$ cat config.mk
export PLATFORM = sky130hd
export DESIGN_NAME = jtpang_gfx_romslot
export DESIGN_NICKNAME = d
export VERILOG_FILES = /design/src/rtl/jtpang_gfx_romslot.sv
export SDC_FILE = /design/constraint.sdc
export NUM_CORES = 1
export LEC_CHECK = 0
export ABC_AREA = 1
export CAP_MARGIN = 10
export CORE_UTILIZATION = 40
export CTS_BUF_LIST = sky130_fd_sc_hd__clkbuf_8
export CTS_CLUSTER_DIAMETER = 120
export DETAILED_ROUTE_END_ITERATION = 16
export GPL_TIMING_DRIVEN = 1
export PLACE_DENSITY_LB_ADDON = 0.25
export SYNTH_ARGS = -nofsm -noshare
export SYNTH_HDL_FRONTEND = slang
export SYNTH_SLANG_ARGS = --single-unit
$ cat constraint.sdc
create_clock -name clk -period 1.85 [get_ports clk]
set_input_delay 0.37 -clock clk [delete_from_list [all_inputs] [get_ports clk]]
set_output_delay 0.37 -clock clk [all_outputs]
set_load 0.01 [all_outputs]
$ cat src/rtl/jtpang_gfx_romslot.sv
// Pang graphics ROM slot: each 32-bit tile fetch becomes two 16-bit downstream reads.
// Define JTPANG_ROMCACHE_EN to keep the last completed fetch in a one-entry cache.
module jtpang_gfx_romslot #(
  parameter int AW = 18,
  parameter int DW = 16
) (
  input  logic          clk,
  input  logic          rst_n,
  input  logic          rom_cs,
  input  logic [AW-1:0] rom_addr,
  output logic [31:0]   rom_data,
  output logic          rom_ok,
  output logic [AW-1:0] mem_addr,
  output logic          mem_req,
  input  logic          mem_ack,
  input  logic          mem_rdy,
  input  logic [DW-1:0] mem_din
);

  typedef enum logic [2:0] {IDLE, REQ0, WAIT0, REQ1, WAIT1, DONE} state_t;

  state_t        state;
  logic [AW-2:0] cur_addr;
  logic [AW-2:0] req_addr;
  logic          addr_same;
  logic          launch;
  logic          cache_hit;
  logic [31:0]   hit_data;
  logic          unused_bit;

  assign req_addr   = rom_addr[AW-1:1];
  assign addr_same  = req_addr == cur_addr;
  assign unused_bit = rom_addr[0];

  // A new request is evaluated from IDLE, or straight out of DONE when the
  // layer has already moved on to a different address.
  assign launch = rom_cs && ((state == IDLE) || ((state == DONE) && !addr_same));

`ifdef JTPANG_ROMCACHE_EN
  logic          cache_valid;
  logic [AW-2:0] cache_addr;
  logic [31:0]   cache_data;

  assign cache_hit = cache_valid && (cache_addr == req_addr);
  assign hit_data  = cache_data;

  always_ff @(posedge clk or negedge rst_n) begin
    if (!rst_n) begin
      cache_valid <= 1'b0;
      cache_addr  <= '0;
      cache_data  <= '0;
    end else if (state == WAIT1 && mem_rdy && rom_cs && addr_same) begin
      cache_valid <= 1'b1;
      cache_addr  <= cur_addr;
      cache_data  <= {mem_din, rom_data[15:0]};
    end
  end
`else
  assign cache_hit = 1'b0;
  assign hit_data  = '0;
`endif

  always_ff @(posedge clk or negedge rst_n) begin
    if (!rst_n) begin
      state    <= IDLE;
      cur_addr <= '0;
      rom_data <= '0;
      rom_ok   <= 1'b0;
      mem_addr <= '0;
      mem_req  <= 1'b0;
    end else begin
      case (state)
        IDLE: ;
        REQ0, REQ1: begin
          // An acknowledged word always completes, even if the layer moved on.
          if (mem_ack) begin
            mem_req <= 1'b0;
            state   <= (state == REQ0) ? WAIT0 : WAIT1;
          end else if (!rom_cs) begin
            mem_req <= 1'b0;
            state   <= IDLE;
          end else if (!addr_same) begin
            cur_addr <= req_addr;
            mem_addr <= {req_addr, 1'b0};
            state    <= REQ0;
          end
        end
        WAIT0, WAIT1: begin
          if (mem_rdy) begin
            if (!rom_cs) begin
              state <= IDLE;
            end else if (!addr_same) begin
              cur_addr <= req_addr;
              mem_addr <= {req_addr, 1'b0};
              mem_req  <= 1'b1;
              state    <= REQ0;
            end else if (state == WAIT0) begin
              rom_data[15:0] <= mem_din;
              mem_addr       <= {cur_addr, 1'b1};
              mem_req        <= 1'b1;
              state          <= REQ1;
            end else begin
              rom_data[31:16] <= mem_din;
              rom_ok          <= 1'b1;
              state           <= DONE;
            end
          end
        end
        DONE: begin
          if (!(rom_cs && addr_same)) begin
            rom_ok <= 1'b0;
            state  <= IDLE;
          end
        end
        default: state <= IDLE;
      endcase

      if (launch) begin
        cur_addr <= req_addr;
        if (cache_hit) begin
          rom_data <= hit_data;
          rom_ok   <= 1'b1;
          state    <= DONE;
        end else begin
          mem_addr <= {req_addr, 1'b0};
          mem_req  <= 1'b1;
          state    <= REQ0;
        end
      end
    end
  end

endmodule
==> flow_summary.json <==
{
  "status": "finished, violations left",
  "failed_checks": "setup timing",
  "syn_to_final_growth_pct": 54.32,
  "drt-initial-drc-count": 129,
  "core_sq_mm": 0.008258,
  "drc": 0,
  "fillerInstances": 693,
  "dieArea_sq_mm": 0.008919,
  "synth_edf_count": 0,
  "clk_path_buf_depth": 2,
  "synth_area_sq_mm": 0.003418,
  "final_common_cell": "nand2_1",
  "wire_per_inst_um": 13.99,
  "fmax_mhz": 539.8,
  "maxSlewHeadroom_pct": 73.61,
  "final_layout_size_suffix_gt1_share_pct": 24.36,
  "n_antenna_cell": 0,
  "ys_seq_elements": 72,
  "via_per_inst": 5.020,
  "synth_cell_types": 24,
  "syn_nets": 448,
  "fp-row-count": 33,
  "synthArstFlopShare_pct": 100.0,
  "hold_viol": 0,
  "timing.final.crit_share_pct": 100.1,
  "ant_nets": 0,
  "io_buffers": 89,
  "crit_path_start_kind": "input port",
  "die_h_um": 94.44,
  "rsz0062_at_grt": "yes",
  "hold_ws_ns": 0.03363,
  "final_nets": 585,
  "finalWorstSetupSlack_ns": -0.002620,
  "clock_sinks": 72,
  "grt_pass1_vias": 2976,
  "crit_path_end_kind": "flip-flop",
  "syn_avg_cell_area_sq_um": 8.358,
  "dpl.cell_count": 628,
  "cap_violations": 0,
  "cp_max_fo": 9,
  "cts_made_buffers": 9,
  "finalSetupTns_ns": -0.002620,
  "antenna_found_initial": 0,
  "clockRootBuffer": "clkbuf_8",
  "min_period_ns": 1.853,
  "start_util_pct": 41.39,
  "utilization_pct": 63.88,
  "setup-violations-final": 1,
  "ys_warn_count": 0,
  "dieWidth_um": 94.44,
  "syn_inst": 409,
  "worstSkewPairLatency_ns": 0.34,
  "required_ns": 2.08,
  "hp-class": "in -> async",
  "ff2ff_path_depth": 11,
  "ys_seq_area_share_pct": 52.71,
  "arrival_ns": 2.08,
  "track_usage_pct": 20.22,
  "grt_pass1_wl_mm": 13.97,
  "clk_pin_slew_ns": 0.08,
  "worst_slew_pin_slew_ns": 0.3944,
  "finClkSkew_ns": 0.008959,
  "p_leak_nw": 2.561,
  "routabilityCongestion": 0.8372,
  "slew_viol_final": 0,
  "io-pin-count": 91,
  "total_power_mw": 5.941,
  "ir_worst_vdd_mv": 0.4525,
  "dp.final_hpwl_mm": 5.814,
  "p_per_area_mw_per_mm2": 1126,
  "grt_start_max_net_pins": 73,
  "instances_no_fill": 655,
  "gr-total-overflow": 0,
  "htree_levels": 3,
  "cts_tree": "yes",
  "routed_wl_mm": 9.163,
  "synthFlopType": "dfrtp_1",
  "drt_pass1_iterations": 4,
  "path_class": "in -> reg",
  "layout_common_cells": "nand2_1 (123), clkdlybuf4s50_1 (73), dfrtp_1 (71)",
  "vias": 3288
}
[critical path, cell delays in order]
cell             delay (ns)
clkdlybuf4s50_1        0.50
xnor2_1                0.13
nand2_1                0.11
nor2_4                 0.12
inv_1                  0.08
nor2_4                 0.14
o31ai_4                0.10
nor2_2                 0.14
nor2_4                 0.08
buf_8                  0.15
nand4_1                0.09
nand2_1                0.07
[final cells by class]
| type | count | area (sq um) | area share (%) |
|---|---|---|---|
| flip-flops and latches | 72 | 1803 | 34.18 |
| multi-input cells | 280 | 1602 | 30.36 |
| repair buffers | 139 | 1406 | 26.66 |
| inverters | 44 | 171.4 | 3.250 |
| well taps | 105 | 131.4 | 2.491 |
| clock buffers | 9 | 123.9 | 2.348 |
| clock inverters | 6 | 37.54 | 0.7116 |
[timing repair]
action,CTS,global route
gates cloned,2,5
hold buffers,0,0
gates resized for setup,31,78
pin swaps,14,33
buffers inserted,4,1
endpoints found under the setup margin,71,71
[synth_stat cells, types with 4 or more instances]
master      n  area, sq um
nand2_1   149        559.3
dfrtp_1    72         1802
inv_1      39        146.4
nand4_1    37        231.5
o21ai_0    31        155.2
nor2_1     15        56.30
xnor2_1     9        78.83
nand3_1     7        35.03
buf_2       6        30.03
nor2_2      6        37.54
a21oi_1     5        25.02
clkbuf_1    5        18.77
inv_2       5        18.77
o21ai_1     5        25.02
buf_6       4        45.04
nor2_4      4        45.04
[path summary, 6_finish.rpt]
kind / end / slack, ns / start
setup / recovery: mem_addr[12] / -0.003 / rom_addr[10]
setup reg to reg: mem_addr[12] / 0.01 / cur_addr[14]
hold / removal: mem_addr[10] / 0.03 / rst_n
max in group asynchronous: state[2] / 1.46 / rst_n
hold reg to reg: mem_addr[8] / 0.48 / mem_addr[8]
min in group clk: mem_addr[8] / 0.48 / mem_addr[8]
[kinds of logic (layout without fill, tap and decap cells)]
group                     count (synthesis)  in the layout  share of synthesized area (%)
DFF                                      72             72                          52.71
AOI/OAI and AO/OA                        44             44                          7.101
xor gates and xnor gates                  9              9                          2.306
buffers and inverters                    60            198                          7.797
and+or+nand+nor                         224            227                          30.09
[metal layers]
metal	vias to the layer above	share of wire (%)	wire (um)	track usage [%]
li1	1598	-	-	-
met1	1565	43	3962	25.76
met2	115	48	4437	32.61
met3	10	7.0	643	5.797
met4	0	1.3	119	7.436
met5	-	0	0	0
[flip-flops by register name, indices dropped and copies added, names as in the netlist]
name	count
rom_data	32
mem_addr	18
cur_addr	17
state	3
mem_req	1
rom_ok	1
[stage by stage]
stage	worst slack [ns]	instance area, sq um
floorplan	0.1895	3418
global placement	-0.5867	4705
detailed placement	-0.6640	4705
CTS	-0.07168	4977
global route	-0.1036	5275
finish	-0.002620	5275
[power by group]
| group | leakage [nW] | internal, mW | switching, mW |
|---|---|---|---|
| Clock | 0.0769 | 0.471 | 0.588 |
| Combinational | 1.54 | 1.23 | 1.41 |
| Sequential | 0.945 | 1.98 | 0.269 |
No activity file was read; power rests on OpenSTA's default activity.
